--- config.mk ---
export PLATFORM = sky130hd
export DESIGN_NAME = jk_bank_ctrl_flat
export DESIGN_NICKNAME = d
export VERILOG_FILES = /design/src/rtl/jk_bank_ctrl_if.sv /design/src/rtl/jk_bank_ctrl.sv /design/src/flat_wrapper.sv
export SDC_FILE = /design/constraint.sdc
export NUM_CORES = 1
export LEC_CHECK = 0
export ABC_AREA = 1
export CORE_ASPECT_RATIO = 0.7
export CORE_MARGIN = 2
export CORE_UTILIZATION = 27
export DETAILED_ROUTE_END_ITERATION = 10
export SLEW_MARGIN = 20
export SYNTH_ARGS = -nofsm -noshare
export SYNTH_HDL_FRONTEND = slang
export SYNTH_SLANG_ARGS = --single-unit
--- constraint.sdc ---
create_clock -name clk -period 1.8 [get_ports clk]
set_clock_uncertainty 0.1 [all_clocks]
set_input_delay 0.54 -clock clk [delete_from_list [all_inputs] [get_ports clk]]
set_output_delay 0.54 -clock clk [all_outputs]
set_load 0.02 [all_outputs]
--- src/rtl/jk_bank_ctrl_if.sv ---
// Command channel for the JK bank sequencer: valid/ready handshake plus op payload.
interface jk_cmd_if #(
  parameter int unsigned WIDTH = 4,
  parameter int unsigned STEPW = 8
);
  logic             cmd_valid;
  logic             cmd_ready;
  logic [1:0]       cmd_op;
  logic [WIDTH-1:0] cmd_data;
  logic [STEPW-1:0] cmd_steps;

  modport master (output cmd_valid, output cmd_op, output cmd_data, output cmd_steps,
                  input  cmd_ready);
  modport slave  (input  cmd_valid, input  cmd_op, input  cmd_data, input  cmd_steps,
                  output cmd_ready);
endinterface

--- src/rtl/jk_bank_ctrl.sv ---
// Sequencer for an external bank of JK flip-flops: load/clear/count commands,
// with a readback check of the bank against a shadow copy after every drive.
module jk_bank_ctrl #(
  parameter int unsigned WIDTH = 4,
  parameter int unsigned STEPW = 8
) (
  input  logic             clk,
  input  logic             reset,
  jk_cmd_if.slave          cmd,
  input  logic [WIDTH-1:0] q_in,
  output logic [WIDTH-1:0] j_out,
  output logic [WIDTH-1:0] k_out,
  output logic             busy,
  output logic             done,
  output logic             err
);

  localparam logic [1:0] OP_LOAD  = 2'b00;
  localparam logic [1:0] OP_CLEAR = 2'b01;
  localparam logic [1:0] OP_UP    = 2'b10;
  localparam logic [1:0] OP_DOWN  = 2'b11;

  typedef enum logic [1:0] {S_IDLE, S_DRIVE, S_CHECK, S_DONE} state_e;

  state_e           state_q, state_d;
  logic [1:0]       op_q, op_d;
  logic [WIDTH-1:0] data_q, data_d;
  logic [STEPW-1:0] steps_q, steps_d;
  logic [WIDTH-1:0] shadow_q, shadow_d;
  logic [WIDTH-1:0] j_q, j_d, k_q, k_d;
  logic             ready_q, ready_d;
  logic             busy_q, busy_d;
  logic             done_q, done_d;
  logic             err_q, err_d;

  logic             drive_en;
  logic [1:0]       drive_op;
  logic [WIDTH-1:0] drive_data;

  // Toggle mask for a binary count: bit i flips when all lower bits are 1 (up) or 0 (down).
  function automatic logic [WIDTH-1:0] count_mask(input logic [WIDTH-1:0] s, input logic down);
    logic run;
    count_mask = '0;
    run        = 1'b1;
    for (int unsigned i = 0; i < WIDTH; i++) begin
      count_mask[i] = run;
      run           = run & (down ? ~s[i] : s[i]);
    end
  endfunction

  always_comb begin
    state_d    = state_q;
    op_d       = op_q;
    data_d     = data_q;
    steps_d    = steps_q;
    shadow_d   = shadow_q;
    err_d      = err_q;
    drive_en   = 1'b0;
    drive_op   = op_q;
    drive_data = data_q;
    j_d        = '0;
    k_d        = '0;

    unique case (state_q)
      S_IDLE: begin
        if (cmd.cmd_valid) begin
          op_d    = cmd.cmd_op;
          data_d  = cmd.cmd_data;
          steps_d = cmd.cmd_steps;
          err_d   = 1'b0;
          if (cmd.cmd_op[1] && (cmd.cmd_steps == '0)) begin
            state_d = S_DONE;
          end else begin
            state_d    = S_DRIVE;
            drive_en   = 1'b1;
            drive_op   = cmd.cmd_op;
            drive_data = cmd.cmd_data;
          end
        end
      end
      S_DRIVE: begin
        // Mirror the bank's JK capture on the same edge it happens.
        shadow_d = (j_q & ~shadow_q) | (~k_q & shadow_q);
        state_d  = S_CHECK;
      end
      S_CHECK: begin
        if (q_in != shadow_q) begin
          err_d   = 1'b1;
          state_d = S_DONE;
        end else if (!op_q[1]) begin
          state_d = S_DONE;
        end else begin
          steps_d = steps_q - STEPW'(1);
          if (steps_q != STEPW'(1)) begin
            state_d  = S_DRIVE;
            drive_en = 1'b1;
          end else begin
            state_d = S_DONE;
          end
        end
      end
      S_DONE: state_d = S_IDLE;
      default: state_d = S_IDLE;
    endcase

    if (drive_en) begin
      unique case (drive_op)
        OP_LOAD:  begin j_d = drive_data; k_d = ~drive_data; end
        OP_CLEAR: begin j_d = '0;         k_d = '1;          end
        OP_UP:    begin j_d = count_mask(shadow_q, 1'b0); k_d = j_d; end
        OP_DOWN:  begin j_d = count_mask(shadow_q, 1'b1); k_d = j_d; end
        default:  begin j_d = '0;         k_d = '0;          end
      endcase
    end

    ready_d = (state_d == S_IDLE);
    busy_d  = (state_d != S_IDLE);
    done_d  = (state_d == S_DONE);
  end

  always_ff @(posedge clk or posedge reset) begin
    if (reset) begin
      state_q  <= S_IDLE;
      op_q     <= OP_LOAD;
      data_q   <= '0;
      steps_q  <= '0;
      shadow_q <= '0;
      j_q      <= '0;
      k_q      <= '0;
      ready_q  <= 1'b1;
      busy_q   <= 1'b0;
      done_q   <= 1'b0;
      err_q    <= 1'b0;
    end else begin
      state_q  <= state_d;
      op_q     <= op_d;
      data_q   <= data_d;
      steps_q  <= steps_d;
      shadow_q <= shadow_d;
      j_q      <= j_d;
      k_q      <= k_d;
      ready_q  <= ready_d;
      busy_q   <= busy_d;
      done_q   <= done_d;
      err_q    <= err_d;
    end
  end

  assign cmd.cmd_ready = ready_q;
  assign j_out         = j_q;
  assign k_out         = k_q;
  assign busy          = busy_q;
  assign done          = done_q;
  assign err           = err_q;

endmodule
--- src/flat_wrapper.sv ---
// flat-port wrapper written by rule: the top's interface ports become plain ports
module jk_bank_ctrl_flat 
#(
  parameter int unsigned WIDTH = 4,
  parameter int unsigned STEPW = 8
)
  (clk, reset, q_in, j_out, k_out, busy, done, err, cmd_cmd_valid, cmd_cmd_op, cmd_cmd_data, cmd_cmd_steps, cmd_cmd_ready);
  jk_cmd_if #(.WIDTH(WIDTH), .STEPW(STEPW)) cmd_i ();
  input  logic clk;
  input  logic reset;
  input  logic [WIDTH-1:0] q_in;
  output logic [WIDTH-1:0] j_out;
  output logic [WIDTH-1:0] k_out;
  output logic busy;
  output logic done;
  output logic err;
  input wire logic [$bits(cmd_i.cmd_valid)-1:0] cmd_cmd_valid;
  input wire logic [$bits(cmd_i.cmd_op)-1:0] cmd_cmd_op;
  input wire logic [$bits(cmd_i.cmd_data)-1:0] cmd_cmd_data;
  input wire logic [$bits(cmd_i.cmd_steps)-1:0] cmd_cmd_steps;
  output wire logic [$bits(cmd_i.cmd_ready)-1:0] cmd_cmd_ready;
  assign cmd_i.cmd_valid = cmd_cmd_valid;
  assign cmd_i.cmd_op = cmd_cmd_op;
  assign cmd_i.cmd_data = cmd_cmd_data;
  assign cmd_i.cmd_steps = cmd_cmd_steps;
  assign cmd_cmd_ready = cmd_i.cmd_ready;
  jk_bank_ctrl #(.WIDTH(WIDTH), .STEPW(STEPW)) u_core (.clk(clk), .reset(reset), .cmd(cmd_i), .q_in(q_in), .j_out(j_out), .k_out(k_out), .busy(busy), .done(done), .err(err));
endmodule
### After elaboration in Yosys (flattened, before gate mapping)

Index checks and enable logic that the tools add are counted.

* register bits: 32
* logic and storage cells: 77

* add/sub/neg operators: 1
* equality and inequality tests: 13
* muxes and demuxes: 29
* bitwise gates (word level): 13
* reductions and logical operators: 10

Operators by type and width (count)
* $pmux 4 s4: 2
* $mux 8: 3
* $mux 4: 5
* $mux 2: 8
* $pmux 8 s2: 1
* $not 4->4: 3
* $eq 2x2->1 const B: 5
* $and 4x4->4: 2
* $logic_not 8->1: 1
* $ne 8x1->1 const B: 1
* $pmux 2 s4: 1
* $sub 8x1->8 const B: 1
* $mux 1: 7
* $logic_not 2->1: 3
* $and 1x1->1: 4
* $eq 2x1->1 const B: 2
* $ne 2x1->1 const B: 2
* $ne 2x2->1 const B: 2
* $ne 4x4->1: 1
* $or 4x4->4: 1
* $pmux 1 s2: 2
* $reduce_and 4->1: 1
* $reduce_bool 2->1: 2
* $not 1->1: 3
* 3 further kinds: 3

### Longest topological paths before layout

* word-level depth: 8
* gate-level depth with buffers: 12

### Least setup slack after synthesis

No wires, ideal clock.

* kind: input to register
* start: input cmd_cmd_steps[2]
* end: register u_core.k_q[3] (netlist: u_core.k_out[3])
* library setup time: 113 ps
* arrival: 1393 ps
* data required time: 1587 ps
* path slack: 195 ps
* cell stages on the path: 12
* path buffers: 0
* cell sequence: nor2_1 > nand2_1 > nor2_4 > nand2_4 > nand2_8 > nand2_1 > nand2_1 > inv_1 > nor2_1 > nor2_1 > nand2_1 > inv_1

* longest elaborated chain between the ends: 8

Ends and longest elaborated chain
* start, declared: line flat_wrapper.sv:20 `input wire logic [$bits(cmd_i.cmd_steps)-1:0] cmd_cmd_steps;`
* $logic_not 8->1 (*): line jk_bank_ctrl.sv:71 `if (cmd.cmd_op[1] && (cmd.cmd_steps == '0)) begin`
* $logic_and 1x1->1 (*): line jk_bank_ctrl.sv:71
* $mux 2 / $mux 4 (equally long branches): line jk_bank_ctrl.sv:71
* $mux 2 / $mux 4 (equally long branches): line jk_bank_ctrl.sv:66 `if (cmd.cmd_valid) begin`
* $mux 2 / $mux 4 (equally long branches): line jk_bank_ctrl.sv:64 `unique case (state_q)`
* $eq 2x2->1, or another cell as far along: line jk_bank_ctrl.sv:107 `unique case (drive_op)`
* $pmux 4 s4: line jk_bank_ctrl.sv:107
* $mux 4 (*): line jk_bank_ctrl.sv:106 `if (drive_en) begin`
* via u_core.k_d[3]: line jk_bank_ctrl.sv:30 `logic [WIDTH-1:0] j_q, j_d, k_q, k_d;`
* end signal, assigned: line jk_bank_ctrl.sv:141 `k_q <= k_d;`
* end, declared: line jk_bank_ctrl.sv:30

Mark *: on every way through the listed nets, which the timed path passes. The rest lies on a longest branch.
A chain may end at the register's enable or synchronous reset.

### Worst setup path after layout

* start: register u_core.ready_q (netlist: u_core.cmd.cmd_ready)
* end: output cmd_cmd_ready

RTL lines
* start, declared: line jk_bank_ctrl.sv:31 `logic ready_q, ready_d;`
* start signal, assigned: line jk_bank_ctrl.sv:142 `ready_q <= ready_d;`
* end, declared: line flat_wrapper.sv:21 `output wire logic [$bits(cmd_i.cmd_ready)-1:0] cmd_cmd_ready;`

No word-level cell between the ends.

==> impl_metrics.json <==
{
  "fp.coreArea_mm2": 0.00676,
  "grt-ovfl-total": 0,
  "clock_latency_ns": 0.29,
  "drt_iter0_drc": 81,
  "dp_cells": 392,
  "status": "finished clean",
  "portBuffers": 32,
  "gr-usage-met2_pct": 20.2,
  "setup_violations": 0,
  "fin_util_pct": 39.6,
  "fin_nets": 338,
  "grt_max_degree": 33,
  "critPathLaunch": "u_core.cmd.cmd_ready$_DFF_PP1_",
  "antenna_found_initial": 0,
  "post-place-ws_ns": -0.434,
  "drc": 0,
  "hold_depth": 2,
  "syn_avg_cell_area_um2": 7.46,
  "cts_tree": "built",
  "hold_start": "u_core.data_q[0]$_DFFE_PP0P_",
  "max_freq_ghz": 0.572,
  "hpwlAfterDp_um": 3390,
  "layoutNonFillerInstCount": 410,
  "synth_edf_count": 0,
  "worst_r2r_path_depth": 11,
  "p_per_area_mw_per_mm2": 1520,
  "p_total_uw": 4080,
  "io_pins": 33,
  "ir_drop_uv": 476,
  "ys_seq_elements": 32,
  "cp_top_family": "flip-flops",
  "cts_sinks": 32,
  "die_area_mm2": 0.00766,
  "cp_cell_sequence": "dlygate4sd2_1",
  "cts_root_buffer": "clkbuf_8",
  "drv_cap": 0,
  "diodes": 0,
  "worst_slew_pin_slew_ns": 0.331,
  "end_kind": "output port",
  "globalplace.congestion": 0.893,
  "path_class": "reg2out",
  "vias": 1765,
  "track_usage_pct": 13.1,
  "netlist_top_cells_count": "nand2_1 (79), dfrtp_1 (31), inv_1 (31)",
  "gr-max-usage-layer": "met2",
  "stdcell_area_mm2": 0.00267,
  "ctsHoldBuffers": 0,
  "dpl_cell_area_mm2": 0.00244,
  "finalHoldViolCount": 0,
  "async_reset_ff_share_pct": 100,
  "cp-start-kind": "register",
  "synth_nets": 275,
  "crit_slowest_cell": "dfstp_2",
  "die_h_um": 73.8,
  "synth_top_area_share_pct": 41.3,
  "relSlewSlack_pct": 77.7,
  "r2r_start": "u_core.shadow_q[0]$_DFFE_PP0N_",
  "drtAntennaViolNets": 0,
  "wl_per_cell_um": 11.7,
  "leakagePower_uw": 0.00134,
  "clockBufferDepth": 2,
  "timing.final.crit_share_pct": 97.1,
  "yosysSeqAreaShare_pct": 42.6,
  "dieWidth_um": 104,
  "drive_gt1_share_pct": 25.6,
  "yosysMostFrequentCell": "nand2_1",
  "yosysUniqueCellTypes": 30,
  "start_util_pct": 27.8,
  "netlist_area_mm2": 0.00188,
  "cp_max_fo": 1,
  "slowest_delay_ns": 0.51,
  "area_growth_pct": 42.2,
  "hold_class": "reg2reg",
  "grt_pass1_wl_um": 7840,
  "global_route.usage.met3_pct": 3.19,
  "ys.flop_type": "dfrtp_1",
  "cp_num_cells": 1,
  "critPathArrivalTime_ns": 1.11,
  "routed_wirelength_um": 4790,
  "yosys.area.top_type": "dfrtp_1",
  "num-fill-cells": 709,
  "cp.required_ns": 1.16,
  "globalRouteMet1Util_pct": 18.2,
  "synthTopCellsByArea": "dfrtp_1 (41%), nand2_1 (16%), inv_1 (6.2%)",
  "clkTransAtPathRegs_ns": 0.06,
  "first_pass_iters": 4,
  "setup_slack_ns": 0.0525,
  "cts_buffers": 5,
  "yosysWarnings": 0,
  "routed_via_density": 4.30,
  "fp-row-count": 25,
  "cp_num_buf_inv": 1,
  "synth_cells": 252,
  "grt_pass1_vias": 1696,
  "layout_min_cycle_time_ns": 1.75,
  "report.final.slew_viol_count": 0,
  "h-tree-depth": 2
}
where the power goes:
group | leakage [uW] | internal (uW) | switching, uW
clock | 0.0000422 | 271 | 260
sequential | 0.000397 | 1040 | 225
combinational | 0.000905 | 888 | 1390
cells by family (layout without fill, tap and decap cells):
logic type,Yosys count,in the layout,share of synthesized area (%)
simple gates,145,146,37.7
buf+inv,40,103,8.58
compound gates,33,33,9.71
flops,32,32,42.6
fa+ha+maj,2,2,1.33
layout by cell type (no fill, tap or decap), types with 6 or more instances in the layout:
cell              n
buf_4            23
clkdlybuf4s50_1   6
dfrtp_1          30
dlygate4sd2_1    16
inv_1            31
nand2_1          72
nand2_2           8
nand2_4           6
nand3_1          13
nor2_1           23
o21ai_0          13
final timing paths:
check	endpoint	slack (ns)
worst max-delay path	cmd_cmd_ready	0.05
worst min-delay path	u_core.data_q[0]$_DFFE_PP0P_	0.39
worst max register to register	u_core.steps_q[7]$_DFFE_PP0P_	0.12
worst min register to register	u_core.data_q[0]$_DFFE_PP0P_	0.39
max in group asynchronous	u_core.cmd.cmd_ready$_DFF_PP1_	0.86
min in group asynchronous	u_core.steps_q[4]$_DFFE_PP0P_	0.50
routing by layer:
layer,part of all wire [%],wire length [um],up-vias
li1,-,-,925
met1,50,2420,796
met2,44,2090,36
met3,4.6,220,8
met4,1.3,64,0
met5,0,0,-
through the flow:
| stage | setup TNS [ns] | hold slack, ns |
|---|---|---|
| after floorplan | 0 | 0.341 |
| after global placement | -5.78 | 0.363 |
| after detailed placement | -5.87 | 0.376 |
| after CTS | 0 | 0.391 |
| after global routing | -0.0441 | 0.408 |
| final | 0 | 0.391 |
area by class of cell:
class / instances / area (um^2) / share of cell area (%)
clock buffers: 7 / 76.3 / 2.85
multi-input cells: 181 / 1020 / 38.2
inverters: 36 / 143 / 5.33
flip-flops and latches: 32 / 803 / 30.0
well taps: 94 / 118 / 4.40
repair buffers: 59 / 507 / 19.0
clock inverters: 1 / 5.00 / 0.187
registers in the layout, indices dropped and copies added, names as in the netlist:
name / flops
u_core.busy: 1
u_core.cmd.cmd_ready: 1
u_core.data_q: 4
u_core.done: 1
u_core.err: 1
u_core.j_out: 4
u_core.k_out: 4
u_core.op_q: 2
u_core.shadow_q: 4
u_core.state_q: 2
u_core.steps_q: 8
timing repair:
action / in CTS / in global routing
setup buffers: 6 / 3
cloned: 1 / 0
endpoints found under the hold margin: 0 / 0
pin swaps: 19 / 21
setup endpoints to repair: 23 / 13
gates resized for setup: 35 / 36
No activity file was read; power rests on OpenSTA's default activity.
